## src/rtl/decode_ctl.sv

```systemverilog
// decode_ctl: occupancy, backpressure and flush/halt sequencing for the decode uop queue
module decode_ctl #(
  parameter int DEPTH        = 2,
  parameter int FLUSH_CYCLES = 2
) (
  input  logic                       clk,
  input  logic                       reset,
  input  logic                       valid_fe1,
  input  logic                       is_ebreak_de0,
  input  logic                       uopq_pop_de1,
  input  logic                       br_mispred_rb1,
  input  logic                       resume_dbg,
  output logic                       uopq_push_de0,
  output logic                       uopq_flush_de0,
  output logic                       fe_stall_de0,
  output logic [$clog2(DEPTH+1)-1:0] uopq_count,
  output logic                       halted
);
  localparam int CW = $clog2(DEPTH + 1);
  localparam int FW = $clog2(FLUSH_CYCLES + 1);
  localparam logic [CW-1:0] DEPTH_C = CW'(DEPTH);
  localparam logic [FW-1:0] FLUSH_C = FW'(FLUSH_CYCLES);
  typedef enum logic [1:0] {RUN, FLUSH, HALT_DRAIN, HALTED} state_e;
  state_e          state_q, state_d;
  logic [FW-1:0]   fcnt_q, fcnt_d;
  logic [CW-1:0]   count_q, count_d;
  logic            space;
  always_comb begin
    space          = (count_q < DEPTH_C) | uopq_pop_de1;
    state_d        = state_q;
    fcnt_d         = fcnt_q;
    uopq_push_de0  = 1'b0;
    uopq_flush_de0 = 1'b0;
    fe_stall_de0   = 1'b0;
    case (state_q)
      RUN: begin
        uopq_push_de0 = valid_fe1 & space;
        fe_stall_de0  = valid_fe1 & ~space;
        state_d       = (uopq_push_de0 & is_ebreak_de0) ? HALT_DRAIN : RUN;
      end
      FLUSH: begin
        fcnt_d  = fcnt_q - FW'(1);
        state_d = (fcnt_q == FW'(1)) ? RUN : FLUSH;
      end
      HALT_DRAIN: begin
        fe_stall_de0 = 1'b1;
        state_d = (count_q == '0 || (count_q == CW'(1) && uopq_pop_de1)) ? HALTED : HALT_DRAIN;
      end
      HALTED: begin
        fe_stall_de0 = 1'b1;
        state_d      = resume_dbg ? RUN : HALTED;
      end
    endcase
    // a mispredict overrides whatever the current state wanted
    if (br_mispred_rb1) begin
      uopq_push_de0  = 1'b0;
      uopq_flush_de0 = 1'b1;
      state_d        = FLUSH;
      fcnt_d         = FLUSH_C;
    end
    if (reset) begin
      uopq_push_de0  = 1'b0;
      uopq_flush_de0 = 1'b0;
      fe_stall_de0   = 1'b0;
    end
    count_d = uopq_flush_de0 ? '0 : count_q + CW'(uopq_push_de0) - CW'(uopq_pop_de1);
  end
  always_ff @(posedge clk) begin
    if (reset) begin
      state_q <= RUN;
      fcnt_q  <= '0;
      count_q <= '0;
    end else begin
      state_q <= state_d;
      fcnt_q  <= fcnt_d;
      count_q <= count_d;
    end
  end
  assign uopq_count = count_q;
  assign halted     = (state_q == HALTED);
  assert property (@(posedge clk) disable iff (reset)
    !(uopq_pop_de1 && count_q == '0) && count_q <= DEPTH_C);
endmodule

```

## config.mk

```make
export PLATFORM = sky130hd
export DESIGN_NAME = decode_ctl
export DESIGN_NICKNAME = d
export VERILOG_FILES = /design/src/rtl/decode_ctl.sv
export SDC_FILE = /design/constraint.sdc
export NUM_CORES = 1
export LEC_CHECK = 0
export BUFFER_PORTS_ARGS = -buffer_cell sky130_fd_sc_hd__buf_4
export CORE_AREA = 2 2 39 41
export DETAILED_ROUTE_END_ITERATION = 10
export DIE_AREA = 0 0 41 43
export GPL_TIMING_DRIVEN = 0
export PLACE_DENSITY = 0.49
export REMOVE_ABC_BUFFERS = 1
export SYNTH_ARGS = -nofsm -noshare
export SYNTH_HDL_FRONTEND = slang
export SYNTH_SLANG_ARGS = --single-unit
```

## constraint.sdc

```tcl
create_clock -name clk -period 3.75 [get_ports clk]
set_input_delay 0.375 -clock clk [delete_from_list [all_inputs] [get_ports clk]]
set_output_delay 0.375 -clock clk [all_outputs]
set_load 0.01 [all_outputs]
```

==> Yosys cells after proc, flatten, opt, wreduce, memory -nomap -nowiden <==
Index checks and enable logic that the tools add are counted.
{ "classes": {"n_addsub": 3, "order_cmp": 1, "eq_ne": 5, "mux": 15, "bitwise_logic": 5, "reduce_logical": 8} }
{ "op_table": {"columns": ["operator", "count"], "rows": [
  ["$mux 1", 9],
  ["$mux 2", 4],
  ["$pmux 2 s4", 1],
  ["$eq 2x1->1 const B", 3],
  ["$reduce_or 2->1", 3],
  ["$eq 2x2->1 const B", 2],
  ["$logic_not 2->1", 2],
  ["$and 1x1->1", 3],
  ["$add 2x1->2", 1],
  ["$lt 2x2->1 const B", 1],
  ["$pmux 1 s2", 1],
  ["$reduce_bool 2->1", 1],
  ["$sub 2x1->2", 1],
  ["$sub 2x1->2 const B", 1],
  ["$logic_and 1x1->1", 1],
  ["$logic_or 1x1->1", 1],
  ["$not 1->1", 1],
  ["$or 1x1->1", 1]
]} }
{ "totals": {"ff_bits": 6, "in_bits": 7, "elab_cells": 42} }

==> Longest topological paths before layout <==
Gate-level depths: netlist of the first run.
{ "logic_depth": {"word_depth": 8, "ltp_mapped": 7, "depth_no_buf": 7} }

==> Least setup slack after synthesis of the first run <==
OpenSTA, ideal clock, no wires.
{ "synth_path": {"kind": "input port to flip-flop", "from": "in reset", "to": "reg count_q[1] (netlist: uopq_count[1])", "setup_ns": 0.130, "arrival_time_ns": 1.684, "required_time_ns": 3.620, "slack_ns": 1.936, "path_stages": 6, "cell_sequence": "clkbuf_1 > nor4_1 > ha_1 > xor2_1 > xnor2_1 > nor3_1"} }
{ "synth_via": {"elab_chain_len": 3} }
{ "synth_rtl": {"columns": ["element", "line", "source"], "rows": [
  ["start, declared", "7", "input logic reset,"],
  ["$mux 1", "61", "if (reset) begin"],
  ["net uopq_push_de0", "13", "output logic uopq_push_de0,"],
  ["$add 2x1->2", "66", "count_d = uopq_flush_de0 ? '0 : count_q + CW'(uopq_push_de0) - CW'(uopq_pop_de1);"],
  ["$sub 2x1->2", "66", null],
  ["end signal, assigned", "76", "count_q <= count_d;"],
  ["end, declared", "26", "logic [CW-1:0] count_q, count_d;"]
]} }
The timed path passes the listed nets, and every way through them passes these cells.
A chain may end at the register's enable or synchronous reset.

==> Final worst setup path of the first run <==
{ "layout_path": {"from": "reg state_q[0]", "to": "out uopq_push_de0"} }
{ "layout_via": {"elab_chain_len": 4} }
{ "layout_rtl": {"columns": ["element", "line", "source"], "rows": [
  ["start, declared", "24", "state_e state_q, state_d;"],
  ["start signal, assigned", "74", "state_q <= state_d;"],
  ["$logic_not 2->1", "35", "case (state_q)"],
  ["$mux 1", "35", null],
  ["$mux 1", "55", "if (br_mispred_rb1) begin"],
  ["$mux 1", "61", null],
  ["end, declared", "13", null]
]} }
Every way passes these cells.

==> results.yml, run 1 <==
run_status:
  status: "finished, final reports clean"
power_and_ir_drop:
  ir_drop_v: 0.000124
  leakagePower_nw: 0.221
  p_per_area_mw_per_mm2: 345
  power_uw: 163
timing:
  period_needed_ps: 1770
  rsz0062_at_grt: "false"
  setup_violations: 0
  max-slew-margin-rel: 0.723
  min_period_over_period: 0.471
  worst_pin_slew_ps: 412
  hold_viol_final: 0
  max_freq_mhz: 566
  worst_slack_ps: 1980
  final_max_slew_viol_count: 0
  skew_ps: 0.465
  setup_tns_ps: 0
route:
  wl_per_cell_um: 10.1
  dr.pass1.iters: 1
  via_count: 308
  drtIter0Drc: 0
  finalWirelength_um: 704
  route.detailed.drc: 0
  ant_nets: 0
  drt-vias-per-instance: 4.40
flow_run:
  max_cap_viol_count: 0
finish:
  drive_gt1_frac: 0.296
  final_cell_mix: "12 x buf_4, 6 x dfxtp_1, 5 x inv_1"
  area_growth_pct: 37.3
  final_common_cell: "buf_4"
  nNetsFinal: 66
  antenna_cells: 0
worst_setup_path:
  arrival_ps: 1390
  rr_worst_depth: 7
  end_kind: "output pin"
  cp-start-kind: "register"
  r2r_setup_slack_ps: 2090
  critical_path_class: "register to output pin"
  r2r-start: "state_q[0]"
  path_max_fanout: 6
  cp.required_ps: 3380
  crit-reg2reg-capture: "uopq_count[1]"
logic_synthesis:
  syn_area_um2: 345
  syn_avg_cell_area_um2: 8.63
  synthTopCellsByArea: "dfxtp_1 35%, ha_1 11%, mux2i_1 5.8%, inv_1 5.4%, xnor2_1 5.1%"
  async_flop_share: 0
  synth_cell_types: 20
  synth_seq_cells: 6
  synth_edf_count: 0
  yosys_warnings: 0
  yosys_most_used_dff: "dfxtp_1"
  yosysSeqAreaShare: 0.348
  yosysTopAreaCell: "dfxtp_1"
  netlist.area_leader.share: 0.348
  netlist_instances: 40
floorplanning:
  core_area_mm2: 0.00138
  die_area_mm2: 0.00176
  die_width_um: 41
  dieHeight_um: 43
  row_count: 14
  io_pins: 13
  initial_core_util: 0.250
clocking:
  postCtsSetupBuffers: 0
  numCtsBuffers: 3
  cts_tree: "built"
  cts_repair_resize_count: 0
  clkLatencyLatePin_ps: 240
  cts_sinks: 6
  htree_num_levels: 1
  holdBufCountCts: 0
  path_clk_slew_ps: 40
  cts_buffer_depth: 2
  clockRootBuffer: "clkbuf_4"
global_routing:
  grt_util_met2: 0.128
  grt_antenna_before_repair: 0
  grt_pass1_wl_um: 1120
  met1_usage: 0.120
  grtUsageMet3: 0.0314
  grt_max_degree: 10
  grt-busiest-layer: "met2"
  overflow: 0
  grt_pass1_vias: 273
  gr-usage-all-layers: 0.0996
hold_path:
  worstHoldEndpoint: "uopq_count[1]"
  holdPathStages: 2
  hold_start: "br_mispred_rb1"
  hp-class: "input pin to register"
place:
  place.gp.congestion: 0.621
  dp_slack_ps: 1990
  numPortBuffers: 12
==> worst max path at each step <==
stage | startpoint | end | depth (start not counted)
floorplan | valid_fe1 | uopq_count[1] | 7
global placement | valid_fe1 | uopq_count[1] | 8
detailed placement | valid_fe1 | uopq_count[1] | 8
CTS | state_q[0] | uopq_push_de0 | 4
global route | state_q[0] | uopq_push_de0 | 4
finish | state_q[0] | uopq_push_de0 | 4
==> routing by layer <==
layer	part of all wire	routed length, um
met3	0.067	47
met2	0.44	313
met5	0	0
met1	0.49	343
met4	0	0
==> area by class of cell <==
| type | count | area [um2] |
|---|---|---|
| Fill cell | 156 | 910 |
| Clock buffer | 3 | 22.5 |
| Timing Repair Buffer | 12 | 90.1 |
| Multi-Input combinational cell | 28 | 203 |
| Sequential cell | 6 | 120 |
| Inverter | 5 | 18.8 |
| Tap cell | 16 | 20.0 |
==> synthesized netlist by cell type, types with 2 or more instances <==
cell / number
dfxtp_1: 6
inv_1: 5
a21oi_1: 3
ha_1: 3
nor2_1: 3
nor3_1: 3
mux2i_1: 2
nand2_1: 2
xnor2_1: 2
==> critical path, stage by stage, from the launching register on <==
cell and delay [ps]:
dfxtp_1 350, nor2b_1 200, nand2_1 80, nor4_1 320, buf_4 200
==> registers in the layout, indices dropped and copies added (netlist names) <==
signal      count
fcnt_q          2
state_q         2
uopq_count      2
==> per-stage QoR <==
step / std cells / utilization / cell area (um2) / hold slack [ps]
4_1_cts: 70 / 0.343 / 474 / 357
3_3_place_gp: 67 / 0.326 / 452 / 525
5_1_grt: 70 / 0.343 / 474 / 361
3_5_place_dp: 67 / 0.326 / 452 / 544
6_report: 70 / 0.343 / 474 / 364
2_1_floorplan: 39 / - / 342 / 444
==> cells by family after synthesis <==
group           share of synthesized area
flops                               0.348
fa+ha+maj                           0.109
mux                                0.0580
xor+xnor                           0.0761
simple gates                        0.236
compound gates                      0.109
buf+inv                            0.0652
==> power by group <==
part / leakage, nW / internal [mW] / total (mW) / switching [mW]
combinational: 0.158 / 0.0182 / 0.0330 / 0.0148
clock: 0.0138 / 0.0361 / 0.0580 / 0.0219
sequential: 0.0495 / 0.0683 / 0.0724 / 0.00409
No activity file was read; power rests on OpenSTA's default activity.
==> run 2, diff against run 1 <==
PLACE_DENSITY = 0.5   (was 0.49)
clock period = 1.44 ns   (was 3.75 ns; I/O delays follow)
==> run 2 against run 1 <==
Effect of this change: count of clock-buffer cells in the layout is the same; routed wire length grew 3.8%; the run now ends with setup timing left; worst setup slack lost 2000 ps.
==> results.yml, run 2 (synthesis results as in run 1) <==
place:
  place.gp.congestion: 0.599
  numPortBuffers: 12
route:
  wl_met2_um: 334
  via_count: 322
  route.detailed.drc: 0
  dr.max_layer_used: "met3"
  wl_per_cell_um: 10.3
  wl_met3_um: 55
  drt-vias-per-instance: 4.54
  ant_nets: 0
  drtIter0Drc: 4
  finalWirelength_um: 731
  wl_met1_um: 341
  dr.pass1.iters: 4
power_and_ir_drop:
  p_per_area_mw_per_mm2: 868
  power_uw: 434
  p_sw_frac: 0.255
  p_switching_uw: 111
  intPower_uw: 324
  leakagePower_nw: 0.229
  p_seq_frac: 0.438
  pwr-share-clk: 0.348
  p_comb_frac: 0.214
  ir_drop_v: 0.000296
flow_run:
  max_cap_viol_count: 0
worst_setup_path:
  r2r-start: "uopq_count[1]"
  r2r_setup_slack_ps: -70
  crit_path_start: "uopq_count[1]"
  arrival_ps: 1650
  crit_end: "uopq_count[1]"
  cp.depth: 7
  rr_worst_depth: 7
  cp.required_ps: 1590
  cp-start-kind: "register"
  critical_path_class: "register to register"
  cp_slowest_cell: "dfxtp_2"
  path_buf_inv: 0
  end_kind: "register"
  path_max_fanout: 5
  crit-reg2reg-capture: "uopq_count[1]"
  crit_path_max_incr_delay_ps: 370
  cp_top_family: "simple AND/OR/NAND/NOR gates"
  path_cells: "or2b_1 -> nand2_1 -> nor4_4 -> ha_1 -> xor2_1 -> xnor2_1 -> nor3_1"
floorplanning:
  io_pins: 13
  core_area_mm2: 0.00138
  die_area_mm2: 0.00176
  initial_core_util: 0.250
  row_count: 14
  die_width_um: 41
  dieHeight_um: 43
timing:
  worst_pin_slew_ps: 377
  setup_tns_ps: -66.0
  period_needed_ps: 1510
  max_freq_mhz: 664
  skew_ps: 2.36
  max-slew-margin-rel: 0.748
  min_period_over_period: 1.05
  setup_violations: 1
  final_max_slew_viol_count: 0
  worst_slack_ps: -66.0
  rsz0062_at_grt: "true"
  hold_viol_final: 0
clocking:
  clkLatencyLatePin_ps: 240
  holdBufCountCts: 0
  cts_tree: "built"
  cts_buffer_depth: 2
  path_clk_slew_ps: 40
  numCtsBuffers: 3
  htree_num_levels: 1
  cts_sinks: 6
  clockRootBuffer: "clkbuf_4"
global_routing:
  grt_antenna_before_repair: 0
  grt_pass1_wl_um: 1060
  grt_pass1_vias: 275
  gr-usage-all-layers: 0.0924
  grt_max_degree: 10
  overflow: 0
run_status:
  violations: "setup timing"
  status: "finished with violations"
finish:
  drive_gt1_frac: 0.364
  num-fill-cells: 153
  area_growth_pct: 44.9
  final_common_cell: "buf_4"
  antenna_cells: 0
  nNetsFinal: 67
  final_cell_mix: "13 x buf_4, 5 x inv_1, 5 x dfxtp_1"
hold_path:
  hp-class: "input pin to register"
  holdPathStages: 2
run 2: final cells by class:
cell class,instances,area [um2],share of cell area
Inverter,5,18.8,0.0375
Timing Repair Buffer,13,97.6,0.195
Clock buffer,3,22.5,0.0450
Tap cell,16,20.0,0.0400
Multi-Input combinational cell,28,220,0.440
Sequential cell,6,121,0.242
run 2: timing repair:
| action | 4_1_cts | 5_1_grt |
|---|---|---|
| setup endpoints to repair | 3 | 2 |
| gates resized for setup | 3 | 1 |
| setup buffers | 0 | 1 |
run 2: power groups by stage:
stage / sequential, mW / clock (mW) / combinational [mW]
5_1_grt: 0.191 / 0.171 / 0.105
3_5_place_dp: 0.192 / 0 / 0.0866
2_1_floorplan: 0.191 / 0 / 0.0481
3_3_place_gp: 0.192 / 0 / 0.0871
4_1_cts: 0.190 / 0.160 / 0.0891
6_report: 0.190 / 0.151 / 0.0931
run 2: worst min path at each step:
stage,start,to,slack [ps]
after detailed placement,br_mispred_rb1,fcnt_q[0],380
after floorplan,reset,fcnt_q[1],210
after global placement,br_mispred_rb1,uopq_count[1],390
after global routing,br_mispred_rb1,fcnt_q[0],150
final,br_mispred_rb1,fcnt_q[0],150
after CTS,br_mispred_rb1,fcnt_q[0],130
run 2: per-stage QoR:
step	cell area (um2)	hold WS, ps	instances	utilization	setup WS (ps)
CTS	484	132	70	0.350	-91.4
floorplan	342	213	39	-	-291
detailed placement	452	383	67	0.326	-224
global placement	452	390	67	0.326	-212
global route	500	146	71	0.362	-176
finish	500	148	71	0.362	-66.0
run 2: metal layers:
layer  global-route usage  vias to the layer above
met4                0.100                        0
li1                     -                      167
met5                    0                        -
met3               0.0157                        0
met2                0.125                       12
met1                0.109                      143
